===== config.mk =====
export PLATFORM = sky130hd
export DESIGN_NAME = mutidata_rx_hs
export DESIGN_NICKNAME = d
export VERILOG_FILES = /design/src/rtl/mutidata_rx_hs.sv
export SDC_FILE = /design/constraint.sdc
export NUM_CORES = 1
export LEC_CHECK = 0
export ABC_AREA = 1
export ABC_CLOCK_PERIOD_IN_PS = 1240
export CAP_MARGIN = 10
export CORE_ASPECT_RATIO = 0.7
export CORE_MARGIN = 3
export CORE_UTILIZATION = 40
export CTS_CLUSTER_SIZE = 10
export DETAILED_ROUTE_END_ITERATION = 6
export HOLD_SLACK_MARGIN = 0.12
export PLACE_DENSITY = 0.7
export SKIP_CTS_REPAIR_TIMING = 1
export SYNTH_ARGS = -nofsm -noshare
export SYNTH_HDL_FRONTEND = slang
export SYNTH_SLANG_ARGS = --single-unit
export TNS_END_PERCENT = 20

===== constraint.sdc =====
create_clock -name clk_o -period 1.24 [get_ports clk_o]
set_clock_uncertainty 0.2 [all_clocks]
set_input_delay 0.31 -clock clk_o [delete_from_list [all_inputs] [get_ports clk_o]]
set_output_delay 0.31 -clock clk_o [all_outputs]
set_load 0.03 [all_outputs]

===== src/rtl/mutidata_rx_hs.sv =====
// Purpose: receive side of a 4-phase multi-bit CDC handshake; syncs req, captures held data, returns ack.
// Latency: word visible on dout/out_valid/out_pulse SYNC_STAGES+1 clk_o edges after req_i rises.
// Backpressure: out_ready low with a pending word parks the FSM in STALL and withholds ack_o.
module mutidata_rx_hs #(
    parameter int WIDTH       = 8,
    parameter int SYNC_STAGES = 2
) (
    input  logic             clk_o,
    input  logic             rst_o,
    input  logic             req_i,
    input  logic [WIDTH-1:0] data_i,
    output logic             ack_o,
    output logic [WIDTH-1:0] dout,
    output logic             out_valid,
    input  logic             out_ready,
    output logic             out_pulse,
    output logic [7:0]       rx_count
);

    typedef enum logic [1:0] {
        IDLE  = 2'd0,
        STALL = 2'd1,
        HOLD  = 2'd2
    } state_t;

    logic [SYNC_STAGES-1:0] req_sync;
    logic                   req_s;
    logic                   buf_free;
    logic                   capture;
    state_t                 state_q;
    state_t                 state_d;

    assign req_s    = req_sync[SYNC_STAGES-1];
    assign buf_free = !out_valid || out_ready;

    // Request level synchronizer; data_i is only sampled once req_s is high.
    always_ff @(posedge clk_o or negedge rst_o) begin
        if (!rst_o) begin
            req_sync <= '0;
        end else begin
            req_sync <= {req_sync[SYNC_STAGES-2:0], req_i};
        end
    end

    // Handshake FSM state register.
    always_ff @(posedge clk_o or negedge rst_o) begin
        if (!rst_o) begin
            state_q <= IDLE;
        end else begin
            state_q <= state_d;
        end
    end

    // Next state and capture decision; STALL trusts req to stay high until ack is seen.
    always_comb begin
        state_d = state_q;
        capture = 1'b0;
        case (state_q)
            IDLE: begin
                if (req_s) begin
                    if (buf_free) begin
                        capture = 1'b1;
                        state_d = HOLD;
                    end else begin
                        state_d = STALL;
                    end
                end
            end
            STALL: begin
                if (buf_free) begin
                    capture = 1'b1;
                    state_d = HOLD;
                end
            end
            HOLD: begin
                if (!req_s) begin
                    state_d = IDLE;
                end
            end
            default: state_d = IDLE;
        endcase
    end

    // Ack is high exactly while the FSM sits in HOLD, registered to avoid glitches across domains.
    always_ff @(posedge clk_o or negedge rst_o) begin
        if (!rst_o) begin
            ack_o <= 1'b0;
        end else begin
            ack_o <= (state_d == HOLD);
        end
    end

    // Output buffer: load on capture, otherwise drain when the consumer takes the word.
    always_ff @(posedge clk_o or negedge rst_o) begin
        if (!rst_o) begin
            dout      <= '0;
            out_valid <= 1'b0;
            out_pulse <= 1'b0;
            rx_count  <= 8'd0;
        end else begin
            out_pulse <= capture;
            if (capture) begin
                dout      <= data_i;
                out_valid <= 1'b1;
                rx_count  <= rx_count + 8'd1;
            end else if (out_ready) begin
                out_valid <= 1'b0;
            end
        end
    end

endmodule


==> impl_metrics.json <==
{
  "synth.largest_area_cell": "dfrtp_1",
  "yosys.cell_types.count": 16,
  "overflow": 0,
  "worst_pin_slew_ps": 217,
  "cts_buffers": 3,
  "areaGrowthSynthToFinish_pct": 54.4,
  "dieArea_um2": 3110,
  "endpoint": "rx_count[0]",
  "intPower_w": 0.00210,
  "cp-end-kind": "output pin",
  "syn_area_per_cell_um2": 8.81,
  "synth_top_family_by_area": "simple AND/OR/NAND/NOR gates",
  "clk_pin_slew_ps": 130,
  "grt_pass1_wl_mm": 3.45,
  "synth_xor_area_frac": 0.0266,
  "avgRoutedWirePerCell_um": 12.1,
  "cts.sinks": 23,
  "switchingPower_w": 0.00156,
  "start_kind": "register",
  "cp_common_cell": "buf_6",
  "ys_seq_elements": 23,
  "top_layer_used": "met4",
  "ys_async_sr_fraction": 1.00,
  "slew_headroom": 0.853,
  "ios": 31,
  "cpPeakStageDelay_ps": 450,
  "worstSkewPairLatency_ps": 310,
  "fin_crit_ps": 1520,
  "htreeDepth": 1,
  "p_sw_frac": 0.426,
  "synthTopCellsByArea": "dfrtp_1 (58%), nand2_1 (21%), inv_1 (2.7%)",
  "reg2reg_from": "req_sync[1]",
  "gp_congestion": 0.821,
  "reg2reg_to": "dout[5]",
  "hold_viol_final": 0,
  "drc": 0,
  "p_leak_nw": 0.755,
  "failed_checks": "negative setup slack",
  "synthCells": 112,
  "fillCellCount": 200,
  "fin_hold_ws_ps": 129,
  "placed_cells": 181,
  "portBuffers": 30,
  "grt_start_max_net_pins": 24,
  "synth_ff_type": "dfrtp_1",
  "vias_per_cell": 4.54,
  "synthMuxAreaShare": 0,
  "vdd_drop_max_uv": 1460,
  "yosys.area.top_type_share": 0.583,
  "cp_cell_sequence": "buf_6 -> buf_6",
  "synth_compound_area_frac": 0.0304,
  "place_ws_ps": -421,
  "crit_start": "rx_count[0]",
  "vias": 863,
  "min_path_type": "in2async",
  "drt_wl_total_mm": 2.29,
  "synth_area_um2": 987,
  "drv_slew": 0,
  "antenna_cells": 0,
  "core_region_area_um2": 2240,
  "rows": 14,
  "crit_type": "reg2out",
  "dr_wl_met3_um": 166,
  "synth-adder-area-share": 0.0127,
  "required_ps": 730,
  "rsz0062_at_grt": "yes",
  "final.setup.worst_slack_ps": -283,
  "cp_max_fo": 3,
  "max_cap_viol_count": 0,
  "post-route-period-util": 1.23,
  "antenna_found_initial": 0,
  "dr.first_iter.drc_count": 59,
  "powerDensity_nw_per_um2": 2400,
  "grt_util_all_layers": 0.149,
  "layout_common_cells": "nand2_1 (53), buf_6 (20), dfrtp_1 (17), clkdlybuf4s50_1 (11), buf_4 (11)",
  "start_util": 0.440,
  "reg2regPathDepth": 7,
  "yosys_warnings": 0,
  "pwr-share-clk": 0.096,
  "root_buffer": "clkbuf_4",
  "ant_nets": 0,
  "dp.final_hpwl_mm": 1.61,
  "critPathSlowestCell": "dfrtp_2",
  "r2r_slack_ps": -100,
  "utilization": 0.680,
  "route.met2.wl_mm": 1.12,
  "power_frac_seq": 0.342,
  "first_global_vias": 788,
  "syn-num-nets": 125,
  "fin_nets": 172,
  "cts_tree": "built",
  "layout.cells.non_filler": 190,
  "setup_tns_ps": -3980,
  "fmax_mhz": 657,
  "cts_buffer_depth": 2,
  "yosysSeqAreaShare": 0.583,
  "die_x_um": 65.4,
  "m1WireLength_um": 989,
  "synth-edff-count": 0,
  "final-setup-viol-count": 36,
  "layout_commonest_cell": "nand2_1",
  "crit_arrival_ps": 1010,
  "comb_power_share": 0.562,
  "synth-simple-area-share": 0.279,
  "run_status": "finished, violations left",
  "die_y_um": 47.6,
  "drive_gt1_frac": 0.348,
  "firstDrtPassIters": 4
}
==> per-stage QoR <==
stage,cell area (um^2),total power [W]
3_5_place_dp,1360,0.00297
6_report,1520,0.00366
3_3_place_gp,1360,0.00292
4_1_cts,1390,0.00332
5_1_grt,1520,0.00389
2_1_floorplan,991,0.00224
==> synthesized netlist by cell type (2+ instances only) <==
master   count
inv_1        7
buf_6        2
nor2_1       7
nand3_1      4
o31ai_1      2
xnor2_1      2
nand2_1     54
dfrtp_1     23
o21ai_0      3
nor2_2       2
==> worst min path at each step <==
stage | start | to | cells after the start
after global placement | req_sync[0] | req_sync[1] | 0
after floorplan | rst_o | ack_o | 0
final | rst_o | rx_count[2] | 2
after CTS | rst_o | rx_count[6] | 2
after detailed placement | req_sync[0] | req_sync[1] | 0
after global routing | rst_o | rx_count[2] | 2
==> critical path, delay by kind of cell, from the launching register on <==
family | cells | cell delay, ps
flip-flops | 1 | 450
buffers and inverters | 2 | 250
==> cell families (layout without fill, tap and decap cells) <==
| group | Yosys count | count (layout) |
|---|---|---|
| AOI/OAI and AO/OA | 5 | 5 |
| xor gates and xnor gates | 3 | 3 |
| adders and majority gates | 1 | 1 |
| buffers and inverters | 11 | 57 |
| DFF | 23 | 23 |
| and+or+nand+nor | 69 | 69 |
==> state kept, by name (all words and copies together) (netlist names) <==
name,flops
rx_count,8
dout,8
ack_o,1
out_valid,1
state_q,2
out_pulse,1
req_sync,2
==> power by group through the flow <==
stage | sequential (W) | combinational, W | clock (W)
2_1_floorplan | 0.00171 | 0.000529 | 0
3_3_place_gp | 0.00123 | 0.00169 | 0
3_5_place_dp | 0.00124 | 0.00173 | 0
4_1_cts | 0.00124 | 0.00172 | 0.000361
5_1_grt | 0.00128 | 0.00221 | 0.000400
6_report | 0.00125 | 0.00206 | 0.000351
==> cell type report <==
type                       count  area (um^2)  area share
sequential                    23          583       0.383
timing repair buffer          45          478       0.314
multi-input combinational     78          363       0.238
tap                           32         40.0      0.0263
inverter                       8         32.5      0.0213
clock buffer                   3         22.5      0.0148
clock inverter                 1         5.00     0.00328
==> metal layers <==
metal,vias to the layer above,GRT usage
met3,2,0.0540
met5,-,0
met2,33,0.268
li1,430,-
met4,0,0.0248
met1,398,0.181
Power figures use the tool's default switching activity.
